==> src/rtl/ddr_burst_arbiter.sv <==
// Round-robin arbiter sharing one DDR burst port among NREQ requesters.
// Grant index, direction, length and address are latched for the whole burst.
module ddr_burst_arbiter #(
  parameter int unsigned NREQ   = 2,
  parameter int unsigned DATA_W = 128,
  parameter int unsigned ADDR_W = 28,
  parameter int unsigned LEN_W  = 10,
  localparam int unsigned IDW   = (NREQ > 1) ? $clog2(NREQ) : 1
) (
  input  logic                   clk,
  input  logic                   rst,
  input  logic                   init_calib_complete,
  input  logic [NREQ-1:0]        req_rd,
  input  logic [NREQ-1:0]        req_wr,
  input  logic [NREQ*LEN_W-1:0]  req_rd_len,
  input  logic [NREQ*LEN_W-1:0]  req_wr_len,
  input  logic [NREQ*ADDR_W-1:0] req_rd_addr,
  input  logic [NREQ*ADDR_W-1:0] req_wr_addr,
  input  logic [NREQ*DATA_W-1:0] req_wr_data,
  output logic [NREQ-1:0]        req_wr_data_req,
  output logic [DATA_W-1:0]      req_rd_data,
  output logic [NREQ-1:0]        req_rd_valid,
  output logic [NREQ-1:0]        req_rd_finish,
  output logic [NREQ-1:0]        req_wr_finish,
  output logic [IDW-1:0]         gnt_id,
  output logic                   busy,
  output logic                   rd_burst_req,
  output logic                   wr_burst_req,
  output logic [LEN_W-1:0]       rd_burst_len,
  output logic [LEN_W-1:0]       wr_burst_len,
  output logic [ADDR_W-1:0]      rd_burst_addr,
  output logic [ADDR_W-1:0]      wr_burst_addr,
  output logic [DATA_W-1:0]      wr_burst_data,
  input  logic                   wr_burst_data_req,
  input  logic [DATA_W-1:0]      rd_burst_data,
  input  logic                   rd_burst_data_valid,
  input  logic                   rd_burst_finish,
  input  logic                   wr_burst_finish
);

  localparam logic [2:0] S_IDLE    = 3'd0;
  localparam logic [2:0] S_ISSUE   = 3'd1;
  localparam logic [2:0] S_BUSY    = 3'd2;
  localparam logic [2:0] S_RELEASE = 3'd3;
  localparam logic [2:0] S_ZERO    = 3'd4;

  logic [2:0]        state;
  logic [IDW-1:0]    ptr;
  logic              dir_rd;
  logic              zero_len;

  logic [LEN_W-1:0]  rd_len_a  [NREQ];
  logic [LEN_W-1:0]  wr_len_a  [NREQ];
  logic [ADDR_W-1:0] rd_addr_a [NREQ];
  logic [ADDR_W-1:0] wr_addr_a [NREQ];
  logic [DATA_W-1:0] wr_data_a [NREQ];

  logic              pick_found;
  logic              pick_rd;
  logic [IDW-1:0]    pick_idx;
  logic [IDW-1:0]    cand;
  logic [LEN_W-1:0]  pick_len;
  logic [ADDR_W-1:0] pick_addr;
  logic [IDW-1:0]    next_ptr;
  logic [NREQ-1:0]   own;
  logic              in_busy;
  logic              in_zero;

  always_comb begin
    for (int unsigned i = 0; i < NREQ; i++) begin
      rd_len_a[i]  = req_rd_len[i*LEN_W +: LEN_W];
      wr_len_a[i]  = req_wr_len[i*LEN_W +: LEN_W];
      rd_addr_a[i] = req_rd_addr[i*ADDR_W +: ADDR_W];
      wr_addr_a[i] = req_wr_addr[i*ADDR_W +: ADDR_W];
      wr_data_a[i] = req_wr_data[i*DATA_W +: DATA_W];
    end
  end

  // Scan starts at ptr and wraps; the first requester found wins, read before write.
  always_comb begin
    pick_found = 1'b0;
    pick_rd    = 1'b0;
    pick_idx   = '0;
    cand       = '0;
    for (int unsigned k = 0; k < NREQ; k++) begin
      cand = IDW'((32'(ptr) + k) % NREQ);
      if (!pick_found && (req_rd[cand] || req_wr[cand])) begin
        pick_found = 1'b1;
        pick_idx   = cand;
        pick_rd    = req_rd[cand];
      end
    end
  end

  assign pick_len  = pick_rd ? rd_len_a[pick_idx]  : wr_len_a[pick_idx];
  assign pick_addr = pick_rd ? rd_addr_a[pick_idx] : wr_addr_a[pick_idx];
  assign next_ptr  = (gnt_id == IDW'(NREQ - 1)) ? '0 : IDW'(gnt_id + 1'b1);

  always_ff @(posedge clk or posedge rst) begin
    if (rst) begin
      state         <= S_IDLE;
      ptr           <= '0;
      gnt_id        <= '0;
      dir_rd        <= 1'b0;
      zero_len      <= 1'b0;
      rd_burst_len  <= '0;
      wr_burst_len  <= '0;
      rd_burst_addr <= '0;
      wr_burst_addr <= '0;
    end else begin
      case (state)
        S_IDLE: begin
          if (init_calib_complete && pick_found) begin
            gnt_id   <= pick_idx;
            dir_rd   <= pick_rd;
            zero_len <= (pick_len == '0);
            if (pick_rd) begin
              rd_burst_len  <= pick_len;
              rd_burst_addr <= pick_addr;
            end else begin
              wr_burst_len  <= pick_len;
              wr_burst_addr <= pick_addr;
            end
            state <= S_ISSUE;
          end
        end
        S_ISSUE: state <= zero_len ? S_ZERO : S_BUSY;
        S_BUSY: begin
          // Calibration loss is ignored here; only the matching finish ends a burst.
          if (dir_rd ? rd_burst_finish : wr_burst_finish) state <= S_RELEASE;
        end
        S_ZERO: state <= S_RELEASE;
        S_RELEASE: begin
          ptr   <= next_ptr;
          state <= S_IDLE;
        end
        default: state <= S_IDLE;
      endcase
    end
  end

  always_comb begin
    own         = '0;
    own[gnt_id] = 1'b1;
  end

  assign in_busy = (state == S_BUSY);
  assign in_zero = (state == S_ZERO);

  assign busy         = (state == S_ISSUE) || in_busy;
  assign rd_burst_req = (state == S_ISSUE) && dir_rd && !zero_len;
  assign wr_burst_req = (state == S_ISSUE) && !dir_rd && !zero_len;

  assign req_rd_data     = rd_burst_data;
  assign wr_burst_data   = wr_data_a[gnt_id];
  assign req_rd_valid    = (in_busy && dir_rd && rd_burst_data_valid) ? own : '0;
  assign req_wr_data_req = (in_busy && !dir_rd && wr_burst_data_req) ? own : '0;
  assign req_rd_finish   = ((in_busy && dir_rd && rd_burst_finish) || (in_zero && dir_rd)) ? own : '0;
  assign req_wr_finish   = ((in_busy && !dir_rd && wr_burst_finish) || (in_zero && !dir_rd)) ? own : '0;

endmodule
==> config.mk <==
export PLATFORM = sky130hd
export DESIGN_NAME = ddr_burst_arbiter
export DESIGN_NICKNAME = d
export VERILOG_FILES = /design/src/rtl/ddr_burst_arbiter.sv
export SDC_FILE = /design/constraint.sdc
export NUM_CORES = 1
export LEC_CHECK = 0
export CAP_MARGIN = 10
export CORE_AREA = 2 2 342 344
export CTS_BUF_LIST = sky130_fd_sc_hd__clkbuf_16
export CTS_CLUSTER_SIZE = 40
export DETAILED_ROUTE_END_ITERATION = 7
export DIE_AREA = 0 0 344 346
export GPL_TIMING_DRIVEN = 0
export SLEW_MARGIN = 30
export SYNTH_ARGS = -nofsm -noshare
export SYNTH_HDL_FRONTEND = slang
export SYNTH_SLANG_ARGS = --single-unit
==> constraint.sdc <==
create_clock -name clk -period 3.2 [get_ports clk]
set_clock_uncertainty 0.2 [all_clocks]
set_input_delay 0.32 -clock clk [delete_from_list [all_inputs] [get_ports clk]]
set_output_delay 0.32 -clock clk [all_outputs]
set_load 0.1 [all_outputs]
==> metrics.cfg, run 1 <==
[critical_path]
critPathCaptureType=register
worst-setup-path-type=in -> reg
cp.required_ns=3.22
arrival_ns=3.06
start_kind=primary input
crit_fanout=10

[floorplanning]
io-pin-count=891
core_area_um2=115000
die_area_um2=119000
die_h_um=346
row_count=125
start_util_pct=5.67
die_width_um=344

[cells_and_area]
final_util_pct=14.0
multi_input_comb_area_um2=3310
fillCellCount=13100
area_growth_pct=147
register_area_um2=2080
final_nets=2007
fin_cells=2998
drive_above_1_share_pct=32.4

[logic_synthesis]
yosysTopAreaCell=dfrtp_1
synth_top_flop_cell=dfrtp_1
ys_async_sr_fraction_pct=100
synth.top_cells.by_count=128 x buf_4, 128 x mux2_2, 95 x nand2_1
ys_warn_count=0
seq_area_frac_synth_pct=31.7
yosys.area.top_type_share_pct=31.7
ys_ff_latch=83
avgSynthCellArea_um2=9.53
synth.distinct_cells=34
synth-edff-count=0
syn-instance-count=687
synth_area_um2=6550
synth_area_leaders=dfrtp_1 32%, mux2_2 22%, buf_4 15%
synthesis.nets=1234

[timing]
period_minus_slack_ns=3.04
final-max-slew-violation-count=0
min_period_over_period_pct=95.0
rsz0062_at_grt=no
hold_viol=0
finalSetupViolCount=0
fmax_ghz=0.329
tightestPinTransition_ns=1.03
slew_headroom_pct=31.4

[clock_tree]
clock_path_buffers=2
cts_setup_buffers=0
ctsHoldBuffers=0
clockRootBuffer=clkbuf_16
cts_buffers=9
cts_tree=done
htreeDepth=3
clkTransAtPathRegs_ns=0.08
clk_latency_ns=0.38
clock_sinks=83

[detailed_routing]
wire_per_inst_um=19.5
drc=0
drtIter0Drc=277
drtPass1Iterations=4
vias=8108
avgViaCountPerCell=2.70
ant_nets=0
routed_wirelength_mm=58.5

[run]
drv_cap=0

[global_routing]
grt_pass1_wl_mm=73.0
gr-usage-all-layers_pct=9.24
grt_antenna_before_repair=20
grt.overflow.total=0
grt_pass1_vias=8280
grt_max_degree=51

[pwr]
power.density_nw_per_um2=982
ir_worst_vdd_v=0.000623
p_leak_nw=6.47

[hold_path]
hp-class=in -> async

[place]
place.gp.congestion=0.797
dp_hpwl_mm=52.9
io_buffers=762
dp_cells=2974

[outcome]
status=finished, final reports clean

-- registers in the layout (all words and copies together) (netlist names) --
signal and count:
rd_burst_len 10, zero_len 1, wr_burst_addr 28, state 3
ptr 1, dir_rd 1, wr_burst_len 10, gnt_id 1
rd_burst_addr 28
-- routing by layer --
layer | up-vias | part of all wire, % | GRT usage, % | wire, um
met2 | 510 | 45 | 14.8 | 26400
met5 | - | 0.068 | 0 | 40
met3 | 50 | 11 | 3.72 | 6140
li1 | 3780 | - | - | -
met1 | 3762 | 43 | 11.7 | 25000
met4 | 6 | 1.4 | 1.59 | 800
-- where the power goes --
part / switching, mW / internal, mW / leakage, nW
combinational: 10.0 / 2.90 / 5.29
sequential: 0.300 / 1.52 / 1.04
clock: 0.523 / 0.604 / 0.143
total: 10.9 / 5.02 / 6.47
-- cell usage in the layout (no fill, tap or decap), types with 2 or more instances in the layout --
cell and n:
clkinv_2 2, clkbuf_1 11, nand3_1 2, clkinv_4 2, nor2_1 10, buf_2 84, clkdlybuf4s50_1 607, inv_1 17
mux4_2 7, a21oi_1 3, clkbuf_2 17, dfrtp_1 83, nor2b_1 2, diode_2 9, clkdlybuf4s15_2 63, nor3_1 3
mux2i_1 66, mux2_2 128, nand2_1 95, o21ai_0 75, nor4_1 2, clkbuf_4 3, buf_4 143, clkbuf_16 9
nor3_4 3, nand2b_1 3
-- final cells by class --
type / instances / area share (%)
antenna: 9 / 0.139
buffer: 169 / 7.24
clock buffer: 9 / 1.39
clock inverter: 7 / 0.426
inverter: 18 / 0.449
multi-input combinational: 416 / 20.5
sequential: 83 / 12.8
tap: 1524 / 11.8
timing repair buffer: 763 / 45.2
-- cell families after synthesis --
logic type / Yosys count / share of synthesized area (%)
muxes: 201 / 34.5
and+or+nand+nor: 129 / 8.22
DFF: 83 / 31.7
AOI/OAI and AO/OA: 85 / 6.98
xor gates and xnor gates: 1 / 0.134
buffers and inverters: 188 / 18.4
-- worst max-delay path, cell delays in order --
cell	delay [ns]
clkdlybuf4s50_1	0.53
nor2_1	0.07
o22ai_2	0.33
buf_4	0.35
buf_2	0.45
buf_2	0.58
mux2i_1	0.27
o21ai_0	0.10
-- stage by stage --
step           area [um2]  TNS (ns)  hold slack, ns  worst slack, ns  total power, mW
6_report            16200         0          0.0954            0.160             15.9
5_1_grt             16200         0          0.0894          0.00569             16.6
4_1_cts             16200    -0.175          0.0655           -0.175             16.2
3_5_place_dp        15700    -56.91           0.269           -0.919             15.0
3_3_place_gp        16100   -300.99           0.264            -1.83             15.3
2_1_floorplan        6590     -1.13           0.254           -0.247             11.3
-- timing repair --
| action | CTS | global route |
|---|---|---|
| endpoints found under the setup margin | 163 | 56 |
| endpoints found under the hold margin | 0 | 0 |
| pin swaps | 0 | 0 |
| gates resized for setup | 241 | 10 |
-- final timing paths --
| check | slack [ns] | end | depth (start not counted) | start |
|---|---|---|---|---|
| setup / recovery | 0.16 | wr_burst_addr[21]$_DFFE_PP0P_ | 8 | req_wr[0] |
| hold / removal | 0.1 | wr_burst_addr[25]$_DFFE_PP0P_ | 2 | rst |
| setup reg to reg | 0.29 | wr_burst_addr[21]$_DFFE_PP0P_ | 6 | ptr$_DFFE_PP0N_ |
| hold reg to reg | 0.28 | rd_burst_addr[7]$_DFFE_PP0P_ | 2 | rd_burst_addr[7]$_DFFE_PP0P_ |
| max in group asynchronous | 2.05 | rd_burst_addr[1]$_DFFE_PP0P_ | 3 | rst |
| min in group clk | 0.28 | rd_burst_addr[7]$_DFFE_PP0P_ | 2 | rd_burst_addr[7]$_DFFE_PP0P_ |
(Power assumes the default switching activity.)
==> inputs of run 2 (changes only) <==
==> constraint.sdc (replaced) <==
create_clock -name clk -period 3.2 [get_ports clk]
set_clock_uncertainty 0.2 [all_clocks]
set_input_delay 0.32 -clock clk [delete_from_list [all_inputs] [get_ports clk]]
set_output_delay 0.32 -clock clk [all_outputs]
set_load 0.005 [all_outputs]
==> metrics.cfg, run 2 (synthesis gave the netlist of run 1 again) <==
[outcome]
status=finished, final reports clean

[clock_tree]
clock_path_buffers=2  ; unchanged
clk_latency_ns=0.38  ; about the same
cts_setup_buffers=0  ; unchanged
clockRootBuffer=clkbuf_16
htreeDepth=3  ; unchanged
clkTransAtPathRegs_ns=0.08  ; about the same
clock_sinks=83  ; unchanged
cts_buffers=9  ; unchanged
cts_tree=done

[pwr]
p_int_mw=5.45  ; +8.8%
p_comb_share_pct=67.3  ; -14 points
swShare_pct=40.1  ; -28 points
clkPwrFrac_pct=13.2  ; +6.1 points
power_switching_mw=3.66  ; -66%
p_leak_nw=6.41  ; -0.95%
power.density_nw_per_um2=553  ; -44%
ir_worst_vdd_v=0.000317  ; -49%
totalPowerFinal_mw=9.11  ; -43%
p_seq_share_pct=19.5  ; +8.1 points

[cells_and_area]
layout_common_cells=755 x clkdlybuf4s50_1, 132 x buf_4, 128 x mux2_2, 95 x nand2_1, 83 x dfrtp_1
final_common_cell=clkdlybuf4s50_1
final_nets=2006  ; -0.050%
final_util_pct=14.3  ; +0.28 points
largestRegisters=rd_burst_addr x28, wr_burst_addr x28
area_growth_pct=152
drive_above_1_share_pct=21.5  ; -11 points
fin_cells=2998  ; unchanged

[floorplanning]
die_h_um=346  ; unchanged
die_area_um2=119000  ; unchanged
die_width_um=344  ; unchanged
start_util_pct=5.67  ; unchanged
core_area_um2=115000  ; unchanged
io-pin-count=891  ; unchanged
row_count=125  ; unchanged

[critical_path]
worst-setup-path-type=reg -> out
start_kind=register
arrival_ns=2.53  ; -0.53 ns
path_cells=clkbuf_8 -> clkbuf_1 -> mux2_2 -> clkdlybuf4s50_1
critPathCaptureType=output port
crit_fanout=10  ; unchanged
cp_top_family=buffers and inverters
r2r_cells=6  ; unchanged
rr_startpoint=state[1]$_DFFE_PP0P_
cp.required_ns=2.68  ; -0.54 ns
cp.buffers_inverters=3  ; -1
rrSetupSlack_ns=0.30  ; about the same
cpPeakStageDelay_ns=0.56  ; -0.02 ns
r2r_end=zero_len$_DFFE_PP0P_
crit_slowest_cell=clkbuf_1

[global_routing]
grt_max_degree=54  ; +5.9%
gr-usage-all-layers_pct=9.29  ; +0.048 points
grt_pass1_wl_mm=73.1  ; +0.14%
grt_pass1_vias=8477  ; +2.4%
grt_antenna_before_repair=13  ; -35%
grt.overflow.total=0  ; unchanged

[detailed_routing]
vias=8060  ; -0.59%
ant_nets=0  ; unchanged
drc=0  ; unchanged
drtIter0Drc=310  ; +12%
routed_wirelength_mm=58.7  ; +0.40%
avgViaCountPerCell=2.69  ; -0.59%
wire_per_inst_um=19.6  ; +0.40%
drtPass1Iterations=4  ; unchanged

[place]
dp_hpwl_mm=53.6  ; +1.3%
io_buffers=762  ; unchanged
place.gp.congestion=0.802  ; +0.61%
dp_cells=2974  ; unchanged

[timing]
tns_ns=0  ; unchanged
period_minus_slack_ns=3.05  ; +0.00789 ns
finalSetupViolCount=0  ; unchanged
min_period_over_period_pct=95.3  ; +0.25 points
rsz0062_at_grt=no
tightestPinTransition_ns=0.845  ; -0.181 ns
slew_headroom_pct=43.7  ; +12 points
hold_viol=0  ; unchanged
fmax_ghz=0.328  ; -0.26%
final-max-slew-violation-count=0  ; unchanged

[run]
drv_cap=0  ; unchanged

[hold_path]
hp-class=in -> async

==> run 2: cell types whose count changed in the layout (fill, tap and decap cells not counted), sizes merged, moves of 3 or more <==
cell,previous run,this run
clkbuf,40,37
clkdlybuf4s50,607,755
buf,229,141
clkdlybuf4s15,63,0
dlygate4sd2,1,7
==> run 2: how the worst max path moves through the flow <==
stage / from / end / slack [ns] / cells after the start
after floorplan: rst / dir_rd$_DFFE_PP0P_ / 0.54 / 1
after CTS: gnt_id$_DFFE_PP0P_ / wr_burst_data[81] / 0.0006 / 5
after detailed placement: req_rd[1] / wr_burst_addr[18]$_DFFE_PP0P_ / -0.82 / 7
after global placement: rst / rd_burst_addr[10]$_DFFE_PP0P_ / -1.65 / 2
after global routing: gnt_id$_DFFE_PP0P_ / wr_burst_data[97] / 0.008 / 5
final: gnt_id$_DFFE_PP0P_ / wr_burst_data[9] / 0.15 / 4
==> run 2: final cells by class <==
| cell class | instances | area (um2) |
|---|---|---|
| plain buffers | 168 | 1180 |
| flip-flops and latches | 83 | 2080 |
| clock inverters | 7 | 91.3 |
| fillers | 13000 | 98900 |
| multi-input cells | 416 | 3270 |
| repair buffers | 763 | 7650 |
| diodes | 10 | 25.0 |
| inverters | 18 | 72.6 |
| well taps | 1524 | 1910 |
| clock buffers | 9 | 225 |
==> run 2: per-stage QoR <==
stage / cell area (um2) / hold WS, ns / setup WS (ns)
after floorplan: 6550 / 0.254 / 0.543
after global placement: 16100 / 0.262 / -1.65
after detailed placement: 16100 / 0.269 / -0.816
after CTS: 16500 / 0.0874 / 0.000647
after global routing: 16500 / 0.130 / 0.00803
final: 16500 / 0.116 / 0.152
==> run 2: layer usage <==
| layer | routed length [um] | global-route usage [%] | share of wire [%] | vias up |
|---|---|---|---|---|
| met5 | 0 | 0 | 0 | - |
| met3 | 5430 | 3.32 | 9.3 | 43 |
| met2 | 26700 | 15.1 | 45 | 538 |
| met1 | 25200 | 11.6 | 43 | 3702 |
| met4 | 1390 | 2.26 | 2.4 | 0 |
| li1 | - | - | - | 3777 |
==> run 2: power groups by stage <==
stage / Sequential [mW] / Combinational, mW / Clock (mW)
3_3_place_gp: 1.78 / 6.27 / 0
2_1_floorplan: 1.81 / 2.06 / 0
5_1_grt: 1.84 / 6.56 / 1.31
3_5_place_dp: 1.80 / 6.28 / 0
6_report: 1.78 / 6.13 / 1.21
4_1_cts: 1.78 / 6.32 / 1.28
==> run 2: repair_timing <==
| item | 4_1_cts | 5_1_grt |
|---|---|---|
| gates resized for setup | 28 | 6 |
| setup endpoints to repair | 188 | 18 |
| hold buffers | 0 | 0 |
| endpoints found under the hold margin | 0 | 0 |
==> inputs of run 3 (changes only) <==
--- a/config.mk
+++ b/config.mk
@@ -8,6 +8,7 @@
 export CAP_MARGIN = 10
 export CORE_AREA = 2 2 342 344
 export CTS_BUF_LIST = sky130_fd_sc_hd__clkbuf_16
+export CTS_CLUSTER_DIAMETER = 30
 export CTS_CLUSTER_SIZE = 40
 export DETAILED_ROUTE_END_ITERATION = 7
 export DIE_AREA = 0 0 344 346
==> results of run 3 <==
The final DEF is identical to that of run 2; final timing and power are the same.
